## config.mk

```make
export PLATFORM = sky130hd
export DESIGN_NAME = mole_scheduler
export DESIGN_NICKNAME = d
export VERILOG_FILES = /design/src/rtl/mole_pkg.sv /design/src/rtl/mole_scheduler_lfsr.sv /design/src/rtl/mole_scheduler.sv
export SDC_FILE = /design/constraint.sdc
export NUM_CORES = 1
export LEC_CHECK = 0
export BUFFER_PORTS_ARGS = -buffer_cell sky130_fd_sc_hd__buf_2
export CAP_MARGIN = 20
export CORE_MARGIN = 2
export CORE_UTILIZATION = 41
export CTS_CLUSTER_SIZE = 10
export DETAILED_ROUTE_END_ITERATION = 10
export HOLD_SLACK_MARGIN = 0.02
export PLACE_DENSITY_LB_ADDON = 0.3
export RECOVER_POWER = 100
export SYNTH_ARGS = -nofsm -noshare
export SYNTH_HDL_FRONTEND = slang
export SYNTH_HIERARCHICAL = 1
export SYNTH_SLANG_ARGS = --single-unit
```

## constraint.sdc

```tcl
create_clock -name clk -period 7.3 [get_ports clk]
set_clock_uncertainty 0.1 [all_clocks]
set_input_delay 0.73 -clock clk [delete_from_list [all_inputs] [get_ports clk]]
set_output_delay 0.73 -clock clk [all_outputs]
set_load 0.05 [all_outputs]
```

## src/rtl/mole_pkg.sv

```systemverilog
// Shared types and constants for the mole scheduler.
// FSM states, slot record, LFSR mask and width helper.
package mole_pkg;

   localparam logic [15:0] LFSR_MASK = 16'hB400;
   localparam int MAX_HOLES = 64;
   localparam int LIFE_MAX_W = 16;

   // Bits needed to index n holes (at least 1).
   function automatic int hole_w(input int n);
      int w;
      w = 1;
      for (int i = 1; i < 31; i++)
         if ((1 << i) < n) w = i + 1;
      return w;
   endfunction

   localparam int POS_W = hole_w(MAX_HOLES);

   typedef enum logic {
      IDLE  = 1'b0,
      SPAWN = 1'b1
   } state_t;

   typedef struct packed {
      logic                  active;
      logic [POS_W-1:0]      pos;
      logic [LIFE_MAX_W-1:0] life;
   } slot_t;

endpackage

```

## src/rtl/mole_scheduler_lfsr.sv

```systemverilog
// Galois LFSR with enable; right-shifting form.
// Feedback mask is XORed in whenever the output bit is 1.
module lfsr_galois #(
   parameter int           W    = 16,
   parameter logic [W-1:0] MASK = '0,
   parameter logic [W-1:0] SEED = '1
) (
   input  logic         clk,
   input  logic         rst_n,
   input  logic         en,
   output logic [W-1:0] state
);

   // Shift once per enabled clock.
   always_ff @(posedge clk or negedge rst_n) begin
      if (!rst_n)
         state <= SEED;
      else if (en)
         state <= state[0] ? ((state >> 1) ^ MASK) : (state >> 1);
   end

endmodule

```

## src/rtl/mole_scheduler.sv

```systemverilog
// Multi-slot mole scheduler: LFSR spawning, aging, whacks.
// Reports hits, misses and wrong whacks with saturating totals.
module mole_scheduler
   import mole_pkg::*;
#(
   parameter int          NUM_MOLES = 3,
   parameter int          NUM_HOLES = 18,
   parameter int          LIFE_W    = 4,
   parameter int          MAX_TRIES = 8,
   parameter logic [15:0] SEED      = 16'hACE1,
   parameter int          CNT_W     = 8
) (
   input  logic                 clk,
   input  logic                 rst_n,
   input  logic                 enable,
   input  logic                 spawn_tick,
   input  logic                 age_tick,
   input  logic [LIFE_W-1:0]    lifetime,
   input  logic [NUM_HOLES-1:0] whack,
   input  logic                 clear_scores,
   output logic [NUM_HOLES-1:0] mole_positions,
   output logic                 busy,
   output logic                 hit_pulse,
   output logic                 miss_pulse,
   output logic                 wrong_pulse,
   output logic [CNT_W-1:0]     hit_count,
   output logic [CNT_W-1:0]     miss_count
);

   localparam logic [15:0] SEED_EFF =
      (SEED == 16'h0000) ? 16'h0001 : SEED;
   localparam int KW = (NUM_MOLES > 1) ? $clog2(NUM_MOLES) : 1;
   localparam int TW = $clog2(MAX_TRIES + 1);
   localparam int CMAX = (1 << CNT_W) - 1;

   slot_t                  slots_q [NUM_MOLES];
   slot_t                  slots_d [NUM_MOLES];
   state_t                 state_q, state_d;
   logic [KW-1:0]          k_q, k_d;
   logic [TW-1:0]          tries_q, tries_d;
   logic [15:0]            lfsr;
   logic [MAX_HOLES-1:0]   occ;
   logic [MAX_HOLES-1:0]   whack_ext;
   logic [POS_W-1:0]       cand;
   logic                   cand_ok;
   logic [LIFE_MAX_W-1:0]  life_ld;
   logic [NUM_MOLES-1:0]   hit_v;
   logic [NUM_MOLES-1:0]   miss_v;
   logic                   wrong;
   logic                   adv;
   logic                   unused_lfsr;

   function automatic logic [CNT_W-1:0] sat_add(
      input logic [CNT_W-1:0] c,
      input int               n
   );
      int s;
      s = int'(c) + n;
      return (s > CMAX) ? CNT_W'(CMAX) : CNT_W'(s);
   endfunction

   lfsr_galois #(
      .W    (16),
      .MASK (LFSR_MASK),
      .SEED (SEED_EFF)
   ) u_lfsr (
      .clk   (clk),
      .rst_n (rst_n),
      .en    (enable),
      .state (lfsr)
   );

   assign unused_lfsr = ^lfsr[15:POS_W];
   assign cand        = lfsr[POS_W-1:0];
   assign whack_ext   = MAX_HOLES'(whack);
   assign cand_ok     = (int'(cand) < NUM_HOLES) && !occ[cand];
   assign life_ld     = (lifetime == '0) ? LIFE_MAX_W'(1)
                                         : LIFE_MAX_W'(lifetime);
   assign mole_positions = occ[NUM_HOLES-1:0];
   assign busy           = (state_q == SPAWN);

   // Decode registered slots into a hole occupancy map.
   always_comb begin
      occ = '0;
      for (int i = 0; i < NUM_MOLES; i++)
         if (slots_q[i].active) occ[slots_q[i].pos] = 1'b1;
   end

   // Whack/aging per slot, then one SPAWN step for slot k.
   always_comb begin
      slots_d = slots_q;
      state_d = state_q;
      k_d     = k_q;
      tries_d = tries_q;
      hit_v   = '0;
      miss_v  = '0;
      wrong   = 1'b0;
      adv     = 1'b0;
      if (enable) begin
         wrong = |(whack & ~mole_positions);
         for (int i = 0; i < NUM_MOLES; i++) begin
            if (slots_q[i].active) begin
               if (whack_ext[slots_q[i].pos]) begin
                  hit_v[i]          = 1'b1;
                  slots_d[i].active = 1'b0;
               end else if (age_tick) begin
                  if (slots_q[i].life == LIFE_MAX_W'(1)) begin
                     miss_v[i]         = 1'b1;
                     slots_d[i].active = 1'b0;
                  end else begin
                     slots_d[i].life = slots_q[i].life - 1'b1;
                  end
               end
            end
         end
         unique case (state_q)
            IDLE: begin
               if (spawn_tick) begin
                  state_d = SPAWN;
                  k_d     = '0;
                  tries_d = '0;
               end
            end
            SPAWN: begin
               if (slots_q[k_q].active) begin
                  adv = 1'b1;
               end else if (cand_ok) begin
                  slots_d[k_q].active = 1'b1;
                  slots_d[k_q].pos    = cand;
                  slots_d[k_q].life   = life_ld;
                  adv = 1'b1;
               end else if (tries_q == TW'(MAX_TRIES - 1)) begin
                  adv = 1'b1;
               end else begin
                  tries_d = tries_q + 1'b1;
               end
               if (adv) begin
                  tries_d = '0;
                  if (k_q == KW'(NUM_MOLES - 1))
                     state_d = IDLE;
                  else
                     k_d = k_q + 1'b1;
               end
            end
         endcase
      end else begin
         state_d = IDLE;
      end
   end

   // Slot, FSM and spawn-index registers.
   always_ff @(posedge clk or negedge rst_n) begin
      if (!rst_n) begin
         for (int i = 0; i < NUM_MOLES; i++) slots_q[i] <= '0;
         state_q <= IDLE;
         k_q     <= '0;
         tries_q <= '0;
      end else begin
         slots_q <= slots_d;
         state_q <= state_d;
         k_q     <= k_d;
         tries_q <= tries_d;
      end
   end

   // Registered event pulses and saturating score totals.
   always_ff @(posedge clk or negedge rst_n) begin
      if (!rst_n) begin
         hit_pulse   <= 1'b0;
         miss_pulse  <= 1'b0;
         wrong_pulse <= 1'b0;
         hit_count   <= '0;
         miss_count  <= '0;
      end else begin
         hit_pulse   <= |hit_v;
         miss_pulse  <= |miss_v;
         wrong_pulse <= wrong;
         if (clear_scores) begin
            hit_count  <= '0;
            miss_count <= '0;
         end else begin
            hit_count  <= sat_add(hit_count, $countones(hit_v));
            miss_count <= sat_add(miss_count, $countones(miss_v));
         end
      end
   end

endmodule

```

# --- Yosys cells after proc, flatten, opt, wreduce, memory -nomap -nowiden ---
# Index checks and enable logic that the tools add are counted.
totals:
  register_bits: 111
  inputBits: 28
  out_inout_bits: 38
  elab_cells: 182
op_classes:
  addsub: 11
  magnitude_cmp: 12
  n_eq_ne: 11
  muxes: 109
  bitwise: 8
  n_reduce_logical: 13
op_table:
  columns: ["cell", "count"]
  rows:
  - ["$mux W16", 17]
  - ["$bwmux W69", 3]
  - ["$mux W69", 3]
  - ["$mux W64", 3]
  - ["$demux W23 S2", 3]
  - ["$or A64 B64 Y64", 2]
  - ["$mux W23", 3]
  - ["$mux W1", 50]
  - ["$eq A16 B1 Y1 const B", 3]
  - ["$sub A16 B1 Y16 const B", 3]
  - ["$bmux W23 S2", 1]
  - ["$mux W8", 4]
  - ["$lt A6 B7 Y1 const B", 4]
  - ["$bmux W1 S6", 4]
  - ["$mux W4", 6]
  - ["$mux W22", 1]
  - ["$add A8 B3 Y9", 2]
  - ["$and A18 B18 Y18", 1]
  - ["$demux W1 S6", 3]
  - ["$ge A6 B1 Y1 const B", 3]
  - ["$gt A9 B8 Y1 const B", 2]
  - ["$not A18 Y18", 1]
  - ["$reduce_or A18 Y1", 1]
  - ["$ne A3 B2 Y1 const B", 3]
  - ["25 further kinds", 38]

# --- Logic depth before layout (Yosys ltp) ---
depth:
  depth_word: 20
  mapped_depth: 15
  mapped_depth_nobuf: 14

# --- Cells and area by module ---
# Netlist, hierarchy kept.
by_module_without_submodules:
  columns: ["mod", "n_inst", "cells_each", "area_per_inst_um2", "seq_area_each_um2"]
  rows:
  - ["mole_scheduler", 1, 729, 6595.1, 2377.3]
  - ["lfsr_galois", 1, 40, 655.6, 410.4]

# --- Worst setup path before layout ---
# OpenSTA, ideal clock, no wires.
synth_timing:
  kind: "input-to-reg"
  startpoint: "input port whack[15]"
  endpoint: "register hit_count[0]"
  setup_time_ns: 0.079
  arrival_time_ns: 3.820
  required_time_ns: 7.121
  path_slack_ns: 3.301
  path_stages: 12
  path_buffers: 0
  path_cell_list: "mux4_2 -> mux2_2 -> a22o_1 -> or2_2 -> and3_1 -> fa_1 -> ha_1 -> inv_1 -> fa_1 -> nor2_1 -> nand3_1 -> a21oi_1"
synth_via:
  elab_chain_cells: 11
  word_cells_on_any_way: 19
  cone_classes: "3 x add/sub; 1 x order compare; 15 x mux"
synth_rtl:
  columns: ["item", "line_no", "text"]
  rows:
  - ["start: declaration", "mole_scheduler.sv:19", "input logic [NUM_HOLES-1:0] whack,"]
  - ["$bmux W1 S6", "mole_scheduler.sv:103", "if (whack_ext[slots_q[i].pos]) begin"]
  - ["$mux W1 (implied by the code)", "mole_scheduler.sv:103", null]
  - ["$mux W1", "mole_scheduler.sv:103", null]
  - ["$mux W1", "mole_scheduler.sv:102", "if (slots_q[i].active) begin"]
  - ["$mux W3 (*)", "mole_scheduler.sv:99", "if (enable) begin"]
  - ["$add A1 B1 Y2 (implied by the code)", "mole_scheduler.sv:182", "hit_count <= sat_add(hit_count, $countones(hit_v));"]
  - ["$add A2 B1 Y3 (implied by the code) (*)", "mole_scheduler.sv:182", null]
  - ["$add A8 B3 Y9 (*)", "mole_scheduler.sv:58", "s = int'(c) + n;"]
  - ["$gt A9 B8 Y1", "mole_scheduler.sv:59", "return (s > CMAX) ? CNT_W'(CMAX) : CNT_W'(s);"]
  - ["$mux W8 (*)", "mole_scheduler.sv:59", null]
  - ["$mux W8 (*)", "mole_scheduler.sv:178", "if (clear_scores) begin"]
  - ["end signal: assignment", "mole_scheduler.sv:182", null]
  - ["end: declaration", "mole_scheduler.sv:26", "output logic [CNT_W-1:0] hit_count,"]
# Mark *: on every way between the ends. The rest lies on a longest branch, timed or not. The select of a mux whose other input is x is not followed.
# A chain may end at the register's enable or synchronous reset.

==> run summary <==
TritonCTS clock tree: yes
Latest clock arrival within the worst-skew pair: 0.36 ns
Largest net degree at the start of global routing: 64
Crit Path Max Fanout: 46
Residual DRC: 0
Vias per Instance: 5.82
Chip width: 137 µm
Leak: 3.37 nW
Data arrival time of the worst path: 5.54 ns
GRT overflow: 0
Internal power: 1.31 mW
Multiplexer share of the synthesized area: 9.58%
CTS Buf Count: 9
Die area: 18800 µm²
Postcts setup bufs: 0
Cell Chain, Critical Path: buf_2 > clkbuf_1 > clkinv_1 > nor3_1 > clkbuf_1 > mux2i_1
Die Span Y: 137 µm
CP Launch Type: input pin
Total number of vias: 6058
Post-Synth Adder-Cell Area: 3.52%
Worst Hold Class: register to register
Register bit count reported by yosys: 111
Total power: 2.15 mW
Cell row count: 48
Max stage delay cell, worst path: clkbuf_1
CTS root buf: clkbuf_16
Critical Path Sink Type: register
Final-stage net count: 857
Sw frac: 39.2%
RePlAce Congestion: 0.943
Number of fillers in the final layout: 1734
Final Max Slew Viols: 132
Share of the synthesized area in the top cell type: 35.5%
Syn_area_per_cell: 9.43 µm²
CP most frequent cell: clkbuf_1
Power per Cell Area: 272 nW/µm²
Post-synth top area cell: dfrtp_1
PortBufs: 65
MaxCap Viol Count: 3
Distinct cell type count after synthesis: 81
Top post-synthesis cells by area: dfrtp_1 (36%), nor2_1 (3.7%), mux2_2 (3.6%), xor2_1 (3.5%), nand2_1 (3.2%)
Comb pwr share: 30.7%
First-pass GRT wire length: 30100 µm
Asr flop ratio synth: 100%
Worst Path Required: 7.48 ns
Syn Std Cell Area: 7250 µm²
Detailed Place HPWL: 13000 µm
I/O Pins: 66
Clock Tree Buf Depth: 2
Worst vdd ir: 0.123 mV
Syn_nets: 815
Max incr delay on CP: 1.54 ns
Seq pwr share: 45.1%
Setup total negative slack: 0 ns
Post-synth EDFFs: 0
Area grow syn2layout: 8.99%
Compound-Gate Fraction of Synth Area: 13.6%
Most used DFF post-synth: dfrtp_1
XOR/XNOR Fraction of Synth Area: 5.07%
Synth Area in Simple Gates: 24.8%
Synth Instances: 769
Post-CTS Resized: 0
P_sw: 0.843 mW
Overall Global Routing Usage: 20.4%
Status: complete, but fails checks
WL/cell: 17.5 µm
Worst slew pin tran: 3.32 ns
Final Hold Vio Count: 0
Vias in the first global route: 5810
Layout cell share with drive strength beyond 1: 12.6%
Register area share after synthesis: 38.4%
Clock network fraction of total power: 24.2%
Slew Limit Headroom: -121%
Yosys warning count: 6
Core area: 17300 µm²
Failing checks: max-capacitance violations, max-slew violations
RSZ-0062 raised after global routing: false
Pre-antenna DRT Iters: 5
Crit path kind: input pin to register
Setup violations, final: 0
Largest family of logic cells by synthesized area: simple AND/OR/NAND/NOR gates
Crit share post-route: 73.4%
Clock Sinks: 111
Initial Util: 41.9%
Synth top cells by count: dfrtp_1 (103), nor2_1 (71), nand2_1 (61), inv_1 (43), o21ai_0 (31)
Max Fclk: 187 MHz
Diodes inserted: 0
Most frequent cell after synthesis: dfrtp_1
Detail Route Antenna Nets: 0
Clock transition at path regs: 0.07 ns
DRT Wirelength: 18300 µm
H-tree depth: 3
Hold buffers post-CTS: 0
Minimum clock period after layout: 5.36 ns
Initial antenna violation count: 0
Initial DRC Count: 489
## critical path, delay by kind of cell
| family | cells | cell delay (ns) |
|---|---|---|
| muxes | 1 | 0.24 |
| and+or+nand+nor | 1 | 1.06 |
| buffers and inverters | 4 | 3.48 |
## cells in the final DEF (no fill, tap or decap), types with 6 or more instances in the layout
cell,Yosys,final
nand3b_1,8,8
or4_1,6,6
o21ai_0,31,31
buf_2,7,28
mux2_1,0,9
a21oi_1,30,30
nor4b_1,8,9
nor2_1,71,71
a31oi_1,8,8
nor4_1,6,6
ha_1,14,14
or3_1,17,17
nand4_1,19,19
mux4_2,8,8
nor4bb_1,6,6
xnor2_1,13,13
o22ai_1,7,7
nand4b_1,6,6
dfstp_2,8,8
or2_2,6,6
nand2_1,61,61
a22oi_1,13,13
nand3_1,27,27
clkbuf_16,0,9
nand2b_1,7,7
mux2_2,23,23
o211ai_1,13,14
mux2i_1,12,12
xor2_1,29,29
nor3b_1,5,6
inv_1,43,43
dfrtp_1,103,103
nor3_1,24,26
clkbuf_1,25,40
## kinds of logic (layout without fill, tap and decap cells)
logic type / count (synthesis) / count (layout)
and+or+nand+nor: 316 / 316
AOI/OAI and AO/OA: 146 / 146
DFF: 111 / 111
buffers and inverters: 84 / 131
muxes: 52 / 52
xor gates and xnor gates: 42 / 42
adders and majority gates: 18 / 18
## through the flow
stage	utilization, %	hold slack [ns]	std cells	area, µm²	setup slack (ns)
finish	45.7	0.388	1041	7900	1.94
global route	45.7	0.400	1041	7900	1.46
CTS	46.4	0.371	1041	8030	2.82
detailed placement	44.6	0.394	1025	7710	2.81
global placement	44.6	0.393	1025	7710	2.92
floorplan	-	0.334	769	7250	3.30
## layout make-up
type | instances | area (µm²) | share of cell area (%)
clock inverter | 6 | 77.6 | 0.982
inverter | 44 | 165 | 2.09
multi-input combinational | 574 | 4040 | 51.1
clock buffer | 10 | 239 | 3.02
timing repair buffer | 71 | 313 | 3.96
tap | 225 | 282 | 3.56
sequential | 111 | 2790 | 35.3
## routing by layer
metal	share of wire (%)	GRT usage, %	up-vias
li1	-	-	2897
met1	46	28.3	2943
met2	46	31.9	189
met3	5.6	3.81	29
met4	1.9	6.87	0
met5	0	0	-
## power by group through the flow
| stage | Sequential (mW) | Clock, mW | Combinational, mW |
|---|---|---|---|
| after detailed placement | 0.977 | 0 | 0.675 |
| after floorplan | 0.844 | 0 | 0.605 |
| after global placement | 0.976 | 0 | 0.668 |
| after CTS | 0.965 | 0.536 | 0.680 |
| after global routing | 0.995 | 0.566 | 0.730 |
| final | 0.971 | 0.520 | 0.659 |
## final timing paths
kind | start | end | slack [ns] | depth (start not counted)
min in group asynchronous | rst_n | async pin | 1.37 | 1
max in group asynchronous | rst_n | slots_q[35] | 3.73 | 2
worst max-delay path | enable | slots_q[3] | 1.94 | 6
worst min-delay path | u_lfsr/state[9] | u_lfsr/state[9] | 0.39 | 1
worst max register to register | register | slots_q[22] | 1.95 | 9
worst min register to register | u_lfsr/state[9] | u_lfsr/state[9] | 0.39 | 1
Power figures use the tool's default switching activity.
